### src/rtl/uart_tx_core.sv
// UART transmitter with load / stage / start host handshake; start bit, LSB-first data, stop bit.
// Define UART_TX_PARITY_EN to insert an even-parity bit between the data MSB and the stop bit.
module uart_tx_core #(
    parameter int unsigned DVSR      = 174,
    parameter int unsigned WORD_SIZE = 8
) (
    input  logic                 clk,
    input  logic                 nRST,
    input  logic [WORD_SIZE-1:0] dataBus,
    input  logic                 ldXmtDataReg,
    input  logic                 byteReady,
    input  logic                 tByte,
    output logic                 serialOut,
    output logic                 txDone
);

`ifdef UART_TX_PARITY_EN
    localparam int unsigned FRAME_BITS = WORD_SIZE + 3;
`else
    localparam int unsigned FRAME_BITS = WORD_SIZE + 2;
`endif
    localparam int unsigned SHIFT_W = FRAME_BITS;
    localparam int unsigned BAUD_W  = $clog2(DVSR);
    localparam int unsigned BIT_W   = $clog2(WORD_SIZE + 3);

    typedef enum logic [1:0] {
        S_IDLE    = 2'd0,
        S_WAITING = 2'd1,
        S_SENDING = 2'd2
    } state_e;

    state_e               state_q, state_d;
    logic [WORD_SIZE-1:0] data_q, data_d;
    logic [SHIFT_W-1:0]   shift_q, shift_d;
    logic [BAUD_W-1:0]    baud_q, baud_d;
    logic [BIT_W-1:0]     bit_q, bit_d;
    logic                 sout_q, sout_d;
    logic                 txdone_q, txdone_d;

    logic                 baud_wrap_c;
    logic                 last_bit_c;
    logic [SHIFT_W-1:0]   frame_c;

    assign baud_wrap_c = (baud_q == BAUD_W'(DVSR - 1));
    assign last_bit_c  = (bit_q == BIT_W'(FRAME_BITS - 1));

    // Frame image shifted out LSB first: start bit in bit 0, stop bit on top.
`ifdef UART_TX_PARITY_EN
    assign frame_c = {1'b1, ^data_q, data_q, 1'b0};
`else
    assign frame_c = {1'b1, data_q, 1'b0};
`endif

    // State register.
    always_ff @(posedge clk or negedge nRST) begin
        if (!nRST) begin
            state_q <= S_IDLE;
        end else begin
            state_q <= state_d;
        end
    end

    // Next-state logic; byteReady has priority over tByte while idle.
    always_comb begin
        state_d = state_q;
        unique case (state_q)
            S_IDLE:    if (byteReady) state_d = S_WAITING;
            S_WAITING: if (tByte) state_d = S_SENDING;
            S_SENDING: if (baud_wrap_c && last_bit_c) state_d = S_IDLE;
            default:   state_d = S_IDLE;
        endcase
    end

    // Datapath and output next values.
    always_comb begin
        data_d   = ldXmtDataReg ? dataBus : data_q;
        shift_d  = shift_q;
        baud_d   = baud_q;
        bit_d    = bit_q;
        sout_d   = 1'b1;
        txdone_d = 1'b0;
        unique case (state_q)
            S_IDLE: begin
                if (byteReady) shift_d = frame_c;
            end
            S_WAITING: begin
                if (byteReady) shift_d = frame_c;
                if (tByte) begin
                    baud_d = '0;
                    bit_d  = '0;
                    sout_d = 1'b0;
                end
            end
            S_SENDING: begin
                sout_d = shift_q[0];
                if (baud_wrap_c) begin
                    baud_d  = '0;
                    shift_d = {1'b1, shift_q[SHIFT_W-1:1]};
                    bit_d   = bit_q + BIT_W'(1);
                    sout_d  = shift_q[1];
                    if (last_bit_c) begin
                        sout_d   = 1'b1;
                        txdone_d = 1'b1;
                    end
                end else begin
                    baud_d = baud_q + BAUD_W'(1);
                end
            end
            default: begin
                sout_d = 1'b1;
            end
        endcase
    end

    // Datapath and output registers.
    always_ff @(posedge clk or negedge nRST) begin
        if (!nRST) begin
            data_q   <= '0;
            shift_q  <= '1;
            baud_q   <= '0;
            bit_q    <= '0;
            sout_q   <= 1'b1;
            txdone_q <= 1'b0;
        end else begin
            data_q   <= data_d;
            shift_q  <= shift_d;
            baud_q   <= baud_d;
            bit_q    <= bit_d;
            sout_q   <= sout_d;
            txdone_q <= txdone_d;
        end
    end

    assign serialOut = sout_q;
    assign txDone    = txdone_q;

endmodule

### config.mk
export PLATFORM = sky130hd
export DESIGN_NAME = uart_tx_core
export DESIGN_NICKNAME = d
export VERILOG_FILES = /design/src/rtl/uart_tx_core.sv
export SDC_FILE = /design/constraint.sdc
export NUM_CORES = 1
export LEC_CHECK = 0
export ABC_AREA = 1
export BUFFER_PORTS_ARGS = -buffer_cell sky130_fd_sc_hd__buf_2
export CAP_MARGIN = 20
export CORE_MARGIN = 2
export CORE_UTILIZATION = 30
export DETAILED_ROUTE_END_ITERATION = 16
export GPL_ROUTABILITY_DRIVEN = 0
export PLACE_DENSITY_LB_ADDON = 0.12
export SETUP_SLACK_MARGIN = 0.05
export SYNTH_ARGS = -nofsm -noshare
export SYNTH_HDL_FRONTEND = slang
export SYNTH_SLANG_ARGS = --single-unit
### constraint.sdc
create_clock -name clk -period 2.7 [get_ports clk]
set_clock_uncertainty 0.15 [all_clocks]
set_input_delay 0.135 -clock clk [delete_from_list [all_inputs] [get_ports clk]]
set_output_delay 0.135 -clock clk [all_outputs]
set_load 0.02 [all_outputs]
# ---- After elaboration in Yosys (flattened, before gate mapping)
# Cells that the tools add are included.
dict set report word_totals {
  ff_bits 34
  out_inout_bits 2
}
dict set report classes {
  add_sub_neg 2
  n_reduce_logical 9
  eq_ne 9
  mux 20
}
# op count
set ops {}
lappend ops {{$mux W10} 2}
lappend ops {{$pmux W10 S2} 1}
lappend ops {{$mux W8} 2}
lappend ops {{$pmux W8 S2} 1}
lappend ops {{$reduce_and A3 Y1} 3}
lappend ops {{$add A8 B1 Y8 const B} 1}
lappend ops {{$eq A8 B8 Y1 const B} 1}
lappend ops {{$mux W4} 2}
lappend ops {{$ne A2 B2 Y1 const B} 4}
lappend ops {{$pmux W4 S2} 1}
lappend ops {{$mux W1} 6}
lappend ops {{$mux W2} 3}
lappend ops {{$pmux W2 S3} 1}
lappend ops {{$add A4 B1 Y4 const B} 1}
lappend ops {{$eq A4 B4 Y1 const B} 1}
lappend ops {{$reduce_bool A2 Y1} 2}
lappend ops {{$eq A2 B1 Y1 const B} 1}
lappend ops {{$eq A2 B2 Y1 const B} 1}
lappend ops {{$logic_not A2 Y1} 1}
lappend ops {{$ne A2 B1 Y1 const B} 1}
lappend ops {{$pmux W1 S2} 1}
lappend ops {{$reduce_and A2 Y1} 1}
lappend ops {{$reduce_or A2 Y1} 1}
lappend ops {{$logic_and A1 B1 Y1} 1}

# ---- Depth between registers and ports, before layout
dict set report logic_depth {
  depth_word 4
  mapped_depth 10
}

# ---- Least setup slack after synthesis
# No wires, ideal clock.
dict set report synth_timing {
  path_kind {register -> register}
  startpoint {reg state_q[1]}
  endpoint {reg shift_q[0]}
  n_path_buf 0
  required_time_ns 2.474
  slack_ns 1.109
  stages_incl_launch_ff 9
  setup_ns 0.076
  synth_period_minus_slack_ns 1.591
  arrival_ns 1.365
  path_cell_list {dfrtp_1 > inv_1 > ha_1 > inv_2 > nor2_1 > nor3b_4 > nand2_2 > nand2_1 > nand2_1}
}
dict set report synth_between {
  elab_chain_cells 4
  word_cells_on_any_way 9
  cone_classes {eq/ne (4); mux (1); reduce/logical (4)}
}
# element line_no
set synth_rtl {}
lappend synth_rtl {{from (decl)} 32} ;# state_e state_q, state_d;
lappend synth_rtl {{from (signal assigned)} 59} ;# state_q <= state_d;
lappend synth_rtl {{$eq A2 B1 Y1 / $logic_not A2 Y1 (equally long branches)} 82} ;# unique case (state_q)
lappend synth_rtl {{$reduce_or A2 Y1 (no source line)} n/a}
lappend synth_rtl {{$ne A2 B1 Y1 (no source line) / $reduce_bool A2 Y1 (equally long branches)} n/a}
lappend synth_rtl {{$reduce_and A3 Y1 (no source line)} n/a}
lappend synth_rtl {{to (signal assigned)} 126} ;# shift_q <= shift_d;
lappend synth_rtl {{to (decl)} 34} ;# logic [SHIFT_W-1:0] shift_q, shift_d;
# Parallel ways exist; a longest one is shown, timed or not.
# A chain may end at the register's enable or synchronous reset.

# ---- Worst setup path in the final report
dict set report layout_timing {
  startpoint {reg state_q[1]}
  endpoint {reg shift_q[6]}
}
# The elaborated chain is that of the path after synthesis.

==> flow_summary.json <==
{
  "fillers": 632,
  "synth_cell_types": 23,
  "max_stage_delay_ns": 0.40,
  "cts_max_level": 2,
  "clk_path_buf_depth": 2,
  "crit_top_cell": "nand2_1",
  "hold_buffers": 9,
  "setup.worst_path.start_class": "flip-flop",
  "drtAntennaViolNets": 0,
  "fin_cells": 332,
  "max_freq_mhz": 539,
  "rsz0062_at_grt": "no",
  "seq_area_sq_um": 838,
  "synthesis.nets": 253,
  "area_growth_pct": 17.6,
  "initial_core_util_pct": 30.7,
  "async_reset_ff_share_pct": 100,
  "drtIter0Drc": 70,
  "drt-pass1-iter-count": 4,
  "synth_top_cell_area_share_pct": 32.1,
  "multi_input_area_sq_um": 816,
  "portBuffers": 14,
  "finalHoldWorstSlack_ns": 0.0523,
  "mappedNetlistArea_sq_um": 1790,
  "core_sq_um": 5850,
  "cts-root-buf": "clkbuf_8",
  "synth.area.top_cells": "dfrtp_1 32%, nand2_1 17%, dfstp_2 15%, ha_1 7.0%, nand3_1 6.1%",
  "cts_tree": "built",
  "grt_usage_pct": 13.0,
  "worstPathRequired_ns": 2.77,
  "synth_area_per_cell_sq_um": 7.80,
  "setup_tns_ns": 0,
  "floorplan.rows": 28,
  "run_status": "completed",
  "hpwl_um": 2520,
  "setup_ws_ns": 0.843,
  "synthTopCellsByCount": "82 x nand2_1, 26 x inv_1, 23 x dfrtp_1",
  "crit_slowest_cell": "nor3b_4",
  "path_clk_slew_ns": 0.07,
  "grt_pass1_wl_um": 6470,
  "design_area_sq_um": 2110,
  "routedWlPerCell_um": 10.9,
  "cts_setup_buffers": 0,
  "antenna_found_initial": 0,
  "p_per_area_nw_per_um2": 849,
  "preCtsSetupSlack_ns": 0.807,
  "yosysSeqAreaShare_pct": 46.7,
  "grt_max_degree": 34,
  "synth_top_area_cell": "dfrtp_1",
  "grt_overflow": 0,
  "critPathArrivalTime_ns": 1.93,
  "n_antenna_cell": 0,
  "final_nets": 279,
  "synthCells": 230,
  "setup-violations-final": 0,
  "p_leak_nw": 1.07,
  "cts_resized": 0,
  "maxSlewHeadroom_pct": 49.6,
  "cts_buffers": 5,
  "die_h_um": 81.3,
  "drc_errors": 0,
  "synth_edf_count": 0,
  "ys_ff_latch": 33,
  "critPathKind": "reg2reg",
  "die_x_um": 81.3,
  "cts.sinks": 33,
  "hold_path.class": "in2reg",
  "drive_above_1_share_pct": 15.6,
  "vias": 1427,
  "clkLatencyLatePin_ns": 0.29,
  "tightest_slew_ns": 0.756,
  "yosysWarnings": 0,
  "drt-total-wl_um": 3620,
  "worstSetupEndpointType": "flip-flop",
  "die_area_sq_um": 6620,
  "via_per_inst": 4.30,
  "first_global_vias": 1407,
  "cap_violations": 0,
  "cp_max_fo": 10,
  "ios": 15,
  "drv_slew": 0,
  "ir_drop_mv": 0.272,
  "fin_crit_ns": 1.86,
  "fin_crit_sh_pct": 68.8,
  "crit_chain": "inv_1, ha_1, inv_2, nor2_1, nor3b_4, nand2_2, nand2_1, nand2_1",
  "synth-main-ff-cell": "dfrtp_1",
  "hold_viol": 0,
  "postPlaceCellArea_sq_um": 1930,
  "dp.cells": 315,
  "yosysMostFrequentCell": "nand2_1"
}
stage by stage:
stage	total power [mW]	util [%]
2_1_floorplan	1.27	-
3_3_place_gp	1.42	33.0
4_1_cts	1.84	36.1
5_1_grt	1.98	36.1
6_report	1.79	36.1
3_5_place_dp	1.43	33.0
worst max-delay path, delay by kind of cell (launching register included):
kind                       cells  cell delay, ns
and+or+nand+nor                5            0.85
buffers and inverters          2            0.16
DFF                            1            0.39
adders and majority gates      1            0.23
worst paths after layout:
check                                            start                     end  slack (ns)  depth (start not counted)
max in group asynchronous                         nRST    bit_q[0]$_DFFE_PN0P_        1.62                          2
min in group asynchronous                         nRST   baud_q[4]$_DFFE_PN0P_        0.30                          2
worst max-delay path            state_q[1]$_DFFE_PN0P_  shift_q[6]$_DFFE_PN1P_        0.84                          8
worst min register to register  shift_q[2]$_DFFE_PN1P_  shift_q[2]$_DFFE_PN1P_        0.31                          2
worst min-delay path                      ldXmtDataReg   data_q[4]$_DFFE_PN0P_        0.05                          3
worst max register to register  state_q[1]$_DFFE_PN0P_  shift_q[6]$_DFFE_PN1P_        0.84                          8
per-layer routing:
layer  part of all wire, %  up-vias  GRT usage [%]
met5                     0        -              0
met4                   1.8        0           5.59
met3                   3.2        7           3.33
met2                    46       19           21.6
met1                    49      633           15.8
li1                      -      768              -
sequential cells by signal (all words and copies together) (netlist names):
signal and cells:
serialOut 1, baud_q 8, data_q 8, bit_q 4, shift_q 9, state_q 2
txDone 1
area by class of cell:
type	count	area share (%)
clock buffer	8	4.27
multi-input combinational	164	38.6
inverter	28	4.98
tap	75	4.45
sequential	33	39.7
timing repair buffer	24	7.94
power by group:
group / switching [mW] / internal (mW) / leakage [nW] / total (mW)
clock: 0.179 / 0.208 / 0.0455 / 0.387
combinational: 0.427 / 0.224 / 0.616 / 0.651
sequential: 0.0917 / 0.663 / 0.406 / 0.755
total: 0.698 / 1.09 / 1.07 / 1.79
cells in the final DEF (no fill, tap or decap):
| cell type | count |
|---|---|
| a21oi_1 | 2 |
| buf_2 | 14 |
| buf_4 | 1 |
| clkbuf_1 | 2 |
| clkbuf_8 | 6 |
| dfrtp_1 | 23 |
| dfstp_2 | 10 |
| dlygate4sd3_1 | 9 |
| ha_1 | 10 |
| inv_1 | 26 |
| inv_2 | 2 |
| nand2_1 | 82 |
| nand2_2 | 4 |
| nand2_4 | 1 |
| nand3_1 | 22 |
| nand3b_1 | 2 |
| nand4_1 | 3 |
| nor2_1 | 16 |
| nor2_2 | 1 |
| nor3_1 | 1 |
| nor3b_4 | 1 |
| o21ai_0 | 17 |
| xnor2_1 | 1 |
| xor2_1 | 1 |
cells by family (layout without fill, tap and decap cells):
logic type,after synthesis,count (layout),share of synthesized area (%)
AOI/OAI and AO/OA,19,19,5.30
xor gates and xnor gates,2,2,0.976
adders and majority gates,10,10,6.97
buffers and inverters,33,60,7.81
DFF,33,33,46.7
and+or+nand+nor,133,133,32.2
Power figures use the tool's default switching activity.
